<file path="config.mk">
export PLATFORM = sky130hd
export DESIGN_NAME = mr_bus_arb
export DESIGN_NICKNAME = d
export VERILOG_FILES = /design/src/rtl/mr_pkg.sv /design/src/rtl/mr_arb_watchdog.sv /design/src/rtl/mr_bus_arb.sv
export SDC_FILE = /design/constraint.sdc
export NUM_CORES = 1
export LEC_CHECK = 0
export ABC_AREA = 1
export CORE_AREA = 2 2 124 126
export DETAILED_ROUTE_END_ITERATION = 7
export DIE_AREA = 0 0 126 128
export PLACE_DENSITY_LB_ADDON = 0.3
export SLEW_MARGIN = 20
export SYNTH_ARGS = -nofsm -noshare
export SYNTH_HDL_FRONTEND = slang
export SYNTH_SLANG_ARGS = --single-unit
export TNS_END_PERCENT = 30
</file>
<file path="constraint.sdc">
create_clock -name clk -period 2.9 [get_ports clk]
set_input_delay 0.58 -clock clk [delete_from_list [all_inputs] [get_ports clk]]
set_output_delay 0.58 -clock clk [all_outputs]
set_load 0.02 [all_outputs]
</file>
<file path="src/rtl/mr_pkg.sv">
// Shared definitions for the two-master bus arbiter: FSM state encoding
// and watchdog counter width.
package mr_pkg;

    typedef enum logic [1:0] {
        IDLE = 2'd0,
        GNT0 = 2'd1,
        GNT1 = 2'd2
    } arb_state_t;

    localparam int unsigned WDOG_W = 8;

endpackage

</file>
<file path="src/rtl/mr_arb_watchdog.sv">
// Stall watchdog: counts stalled strobe cycles and flags the cycle on which
// the TIMEOUT-th consecutive stall occurs.
module mr_arb_watchdog
    import mr_pkg::*;
#(
    parameter int unsigned TIMEOUT = 255
) (
    input  logic clk,
    input  logic rst,
    input  logic en,
    input  logic clr,
    output logic expired
);

    localparam logic [WDOG_W-1:0] LIMIT = WDOG_W'(TIMEOUT - 1);

    logic [WDOG_W-1:0] count;

    // count holds the number of earlier stalls, so the current stall is the
    // TIMEOUT-th one when count has reached TIMEOUT-1.
    assign expired = en && (count == LIMIT);

    always_ff @(posedge clk) begin
        if (rst || clr) begin
            count <= '0;
        end else if (en) begin
            count <= count + WDOG_W'(1);
        end
    end

endmodule

</file>
<file path="src/rtl/mr_bus_arb.sv">
// Round-robin arbiter granting one of two Wishbone masters (instruction
// fetch, load-store) access to a shared slave, with a stall watchdog.
`ifndef XLEN
`define XLEN 32
`endif

module mr_bus_arb
    import mr_pkg::*;
#(
    parameter int unsigned TIMEOUT = 255,
    parameter int unsigned XLEN    = `XLEN
) (
    input  logic              clk,
    input  logic              rst,

    input  logic [XLEN-1:0]   wbm0_adr_i,
    input  logic [XLEN-1:0]   wbm0_dat_i,
    input  logic [XLEN/8-1:0] wbm0_sel_i,
    input  logic              wbm0_we_i,
    input  logic              wbm0_stb_i,
    input  logic              wbm0_cyc_i,
    output logic [XLEN-1:0]   wbm0_dat_o,
    output logic              wbm0_ack_o,
    output logic              wbm0_err_o,
    output logic              wbm0_rty_o,

    input  logic [XLEN-1:0]   wbm1_adr_i,
    input  logic [XLEN-1:0]   wbm1_dat_i,
    input  logic [XLEN/8-1:0] wbm1_sel_i,
    input  logic              wbm1_we_i,
    input  logic              wbm1_stb_i,
    input  logic              wbm1_cyc_i,
    output logic [XLEN-1:0]   wbm1_dat_o,
    output logic              wbm1_ack_o,
    output logic              wbm1_err_o,
    output logic              wbm1_rty_o,

    output logic [XLEN-1:0]   wbs_adr_o,
    output logic [XLEN-1:0]   wbs_dat_o,
    output logic [XLEN/8-1:0] wbs_sel_o,
    output logic              wbs_we_o,
    output logic              wbs_stb_o,
    output logic              wbs_cyc_o,
    input  logic [XLEN-1:0]   wbs_dat_i,
    input  logic              wbs_ack_i,
    input  logic              wbs_err_i,
    input  logic              wbs_rty_i,

    output logic              timeout_o
);

    arb_state_t state;
    logic       last_gnt;
    logic       abort;

    logic gnt0, gnt1, granted, live, resp_any;
    logic m_cyc, m_stb;
    logic wd_en, wd_clr, expired;

    assign gnt0    = (state == GNT0);
    assign gnt1    = (state == GNT1);
    assign granted = gnt0 || gnt1;

    assign m_cyc = gnt1 ? wbm1_cyc_i : wbm0_cyc_i;
    assign m_stb = gnt1 ? wbm1_stb_i : wbm0_stb_i;

    assign wbs_adr_o = gnt1 ? wbm1_adr_i : wbm0_adr_i;
    assign wbs_dat_o = gnt1 ? wbm1_dat_i : wbm0_dat_i;
    assign wbs_sel_o = gnt1 ? wbm1_sel_i : wbm0_sel_i;
    assign wbs_we_o  = gnt1 ? wbm1_we_i  : wbm0_we_i;
    assign wbs_cyc_o = granted && !abort && m_cyc;
    assign wbs_stb_o = granted && !abort && m_cyc && m_stb;

    // Responses reach a master only while its cycle is live; anything the
    // slave returns in IDLE, during an abort or under reset is dropped.
    assign live     = granted && !abort && !rst;
    assign resp_any = wbs_ack_i || wbs_err_i || wbs_rty_i;

    assign wbm0_dat_o = wbs_dat_i;
    assign wbm1_dat_o = wbs_dat_i;

    assign wbm0_ack_o = live && gnt0 && wbs_ack_i;
    assign wbm0_rty_o = live && gnt0 && wbs_rty_i;
    assign wbm0_err_o = live && gnt0 && (wbs_err_i || expired);
    assign wbm1_ack_o = live && gnt1 && wbs_ack_i;
    assign wbm1_rty_o = live && gnt1 && wbs_rty_i;
    assign wbm1_err_o = live && gnt1 && (wbs_err_i || expired);
    assign timeout_o  = expired && !rst;

    // The abort only reaches wbs_cyc_o/stb_o through the registered abort
    // flag, keeping the slave response out of every wbs_* output path.
    assign wd_en  = wbs_stb_o && !resp_any;
    assign wd_clr = !granted || resp_any || expired;

    mr_arb_watchdog #(
        .TIMEOUT (TIMEOUT)
    ) u_watchdog (
        .clk     (clk),
        .rst     (rst),
        .en      (wd_en),
        .clr     (wd_clr),
        .expired (expired)
    );

    always_ff @(posedge clk) begin
        if (rst) begin
            state    <= IDLE;
            last_gnt <= 1'b0;
            abort    <= 1'b0;
        end else begin
            case (state)
                IDLE: begin
                    abort <= 1'b0;
                    if (wbm0_cyc_i && wbm1_cyc_i) begin
                        state <= last_gnt ? GNT0 : GNT1;
                    end else if (wbm0_cyc_i) begin
                        state <= GNT0;
                    end else if (wbm1_cyc_i) begin
                        state <= GNT1;
                    end
                end
                GNT0: begin
                    if (!wbm0_cyc_i) begin
                        state    <= IDLE;
                        last_gnt <= 1'b0;
                        abort    <= 1'b0;
                    end else if (expired) begin
                        abort <= 1'b1;
                    end
                end
                GNT1: begin
                    if (!wbm1_cyc_i) begin
                        state    <= IDLE;
                        last_gnt <= 1'b1;
                        abort    <= 1'b0;
                    end else if (expired) begin
                        abort <= 1'b1;
                    end
                end
                default: begin
                    state <= IDLE;
                    abort <= 1'b0;
                end
            endcase
        end
    end

endmodule

</file>
==> run metrics, run 1 <==
chip width 126 um; share of cells above drive strength 1 8.014%; ys flop type dfxtp_1; Core Box Area 14860 sq um; synthesis-stage register bit count 12; Synth async-reset ratio 0%; I/O pin count 321; clk_lat worst skew 240 ps; top cells by area, synth nand2_1 41%, buf_4 22%, dfxtp_1 11%; root buffer cell clkbuf_16; largest net degree at the start of global routing 70; Synth warnings 0; Post-synth EDFFs 0; Starting Density 14.97%; RSZ-0062 raised after global routing yes; static leakage 1.977 nW; Multi-input gate area 1364 sq um; Largest delay share family, worst path buffers and inverters; CTS Buffer Depth 2; slew of the pin with the lowest slew margin 324.2 ps; mapped cell area 2226 sq um; status complete, no violations; Diodes inserted 0; # fillers 1633; Setup Buffers After CTS 0; sequential area share after synthesis 10.79%; crit start category register; Reg clk slew, reported paths 40 ps; Hold-fix buffers, CTS 0; pwr/cell area 382.1 nW/um^2; post-synth top area cell nand2_1; post-detailed-route DRC marker count 0; number of vias per cell 3.857; Tightest Hold Check Type reg2reg; Synth Area in XOR/XNOR 1.180%; crit path DAT 2210 ps; Routed Antenna Nets 0; HPWL Detailed 9568 um; Post-synth top cells 245 x nand2_1, 64 x buf_4, 15 x inv_1; simple-gate portion of the synthesized area 50.98%; wire per inst 15.05 um; 1st-iter DRT viols 144; Place WS -45.71 ps; Max-Cap Viols 0; post-layout util 29.80%; CP Buf/Inv Count 3; CTS H-Tree Depth 1; post-placement cell count 758; Fin. Hold Viols 0; final net count 760; Hold WS 479.6 ps; crit end category output pin; count leader, synth nand2_1; gr ovfl total 0; CP Max Fanout 36; vias in the first global route 2881; drt first pass iters 5; largest stage delay on the critical path 620 ps; Worst Path Required 2320 ps; Final Total Pwr 1.692 mW; max_slew headroom 78.32%; final setup fails 0; Synth Area in Adders 3.373%; worst vdd ir 0.2199 mV; chip height 128 um; clock sink count 12; post-synthesis compound-gate area fraction 5.621%; critical-path cell list inv_1 > ha_2 > buf_12 > nand3_1 > nor2_1 > clkdlybuf4s50_1; Crit-path slowest cell clkdlybuf4s50_1; main combinational cell family by area after synthesis simple AND/OR/NAND/NOR gates; Inserted Clock Buffers 3; Slew Viols, Final 0; mux cell area share after synthesis 0%; IO buf count 224; post-synth top area share 41.32%; DIE AREA 16130 sq um; final critical-path required period 2792 ps; antenna violations before repair 0; Non-Filler Instances 762; synthesized instance count 415; Via Count 2939; Syn-to-layout area delta 98.99%; Cell variety after synth 27; TritonCTS clock tree yes; Crit Path Category reg2out; routability cong. 0.8797; Post-Route Skew 1.753 ps; row count 45; Post-Syn Area per Cell 5.364 sq um; post-synthesis net count 600; Final Cycle Share 96.27%; first-pass GRT wire length 16470 um; FMAX 0.3582 GHz; final wirelength 11470 um; Tot GR Track Use 12.99%; Final WS setup 108.2 ps; Register Area 240.2 sq um
==> cells in the final DEF (no fill, tap or decap), drive strengths merged, types with 6 or more instances in the layout <==
master         instances
nand2                249
buf                   18
a21oi                 15
ha                     6
nor2                  13
clkdlybuf4s50        212
inv                   19
dfxtp                 12
nand3                  9
==> final timing paths <==
kind | cells after the start | slack (ps) | startpoint | to
min | 2 | 480 | last_gnt | last_gnt
max | 6 | 110 | state[0] | wbm1_rty_o
min reg2reg | 2 | 480 | last_gnt | last_gnt
max reg2reg | 10 | 1190 | state[1] | u_watchdog.count[0]
==> worst register-to-register path, stage by stage, from the launching register on <==
cell     delay (ps)
dfxtp_1         370
inv_1            80
ha_1            290
inv_2            60
nor2_1          150
nand2_2         100
nor2_4          120
nand3_4          90
buf_4           160
nand2_4         130
a21oi_2          40
==> what timing repair did <==
item,4_1_cts,5_1_grt
resized for setup,3,2
pin swaps,0,0
endpoints found under the setup margin,3,4
==> report_power, final <==
group | switching (mW) | total, mW | internal, mW
logic | 0.629 | 1.24 | 0.608
clock network | 0.0728 | 0.281 | 0.208
registers | 0.00400 | 0.175 | 0.171
total | 0.705 | 1.69 | 0.987
==> metal layers <==
metal	up-vias	wire [um]	GRT usage, %
li1	1506	-	-
met1	1257	4378	14.21
met2	168	5573	23.09
met3	8	1429	6.469
met4	0	90	2.004
met5	-	0	0
==> stage by stage <==
step,TNS (ps),area [sq um]
floorplan,0,2226
global placement,-71.37,4338
detailed placement,-80.79,4338
CTS,0,4423
global route,-13.38,4429
finish,0,4429
==> layout make-up <==
type	instances	area share (%)
flip-flops and latches	12	5.424
well taps	188	5.311
multi-input cells	305	30.79
inverters	19	1.723
clock buffers	4	2.006
repair buffers	234	54.75
==> cell families after synthesis <==
group	Yosys count
buffers and inverters	98
AOI/OAI and AO/OA	19
and+or+nand+nor	277
DFF	12
xor gates and xnor gates	3
adders and majority gates	6
==> state kept, by name (all words and copies together) (netlist names) <==
name              count
abort                 1
u_watchdog.count      8
last_gnt              1
state                 2
No activity file was read; power rests on OpenSTA's default activity.
==> run 2, diff against run 1 <==
- CAP_MARGIN: not set -> 10
==> results of run 2 <==
Final layout, timing and power as in run 1 (identical DEF).
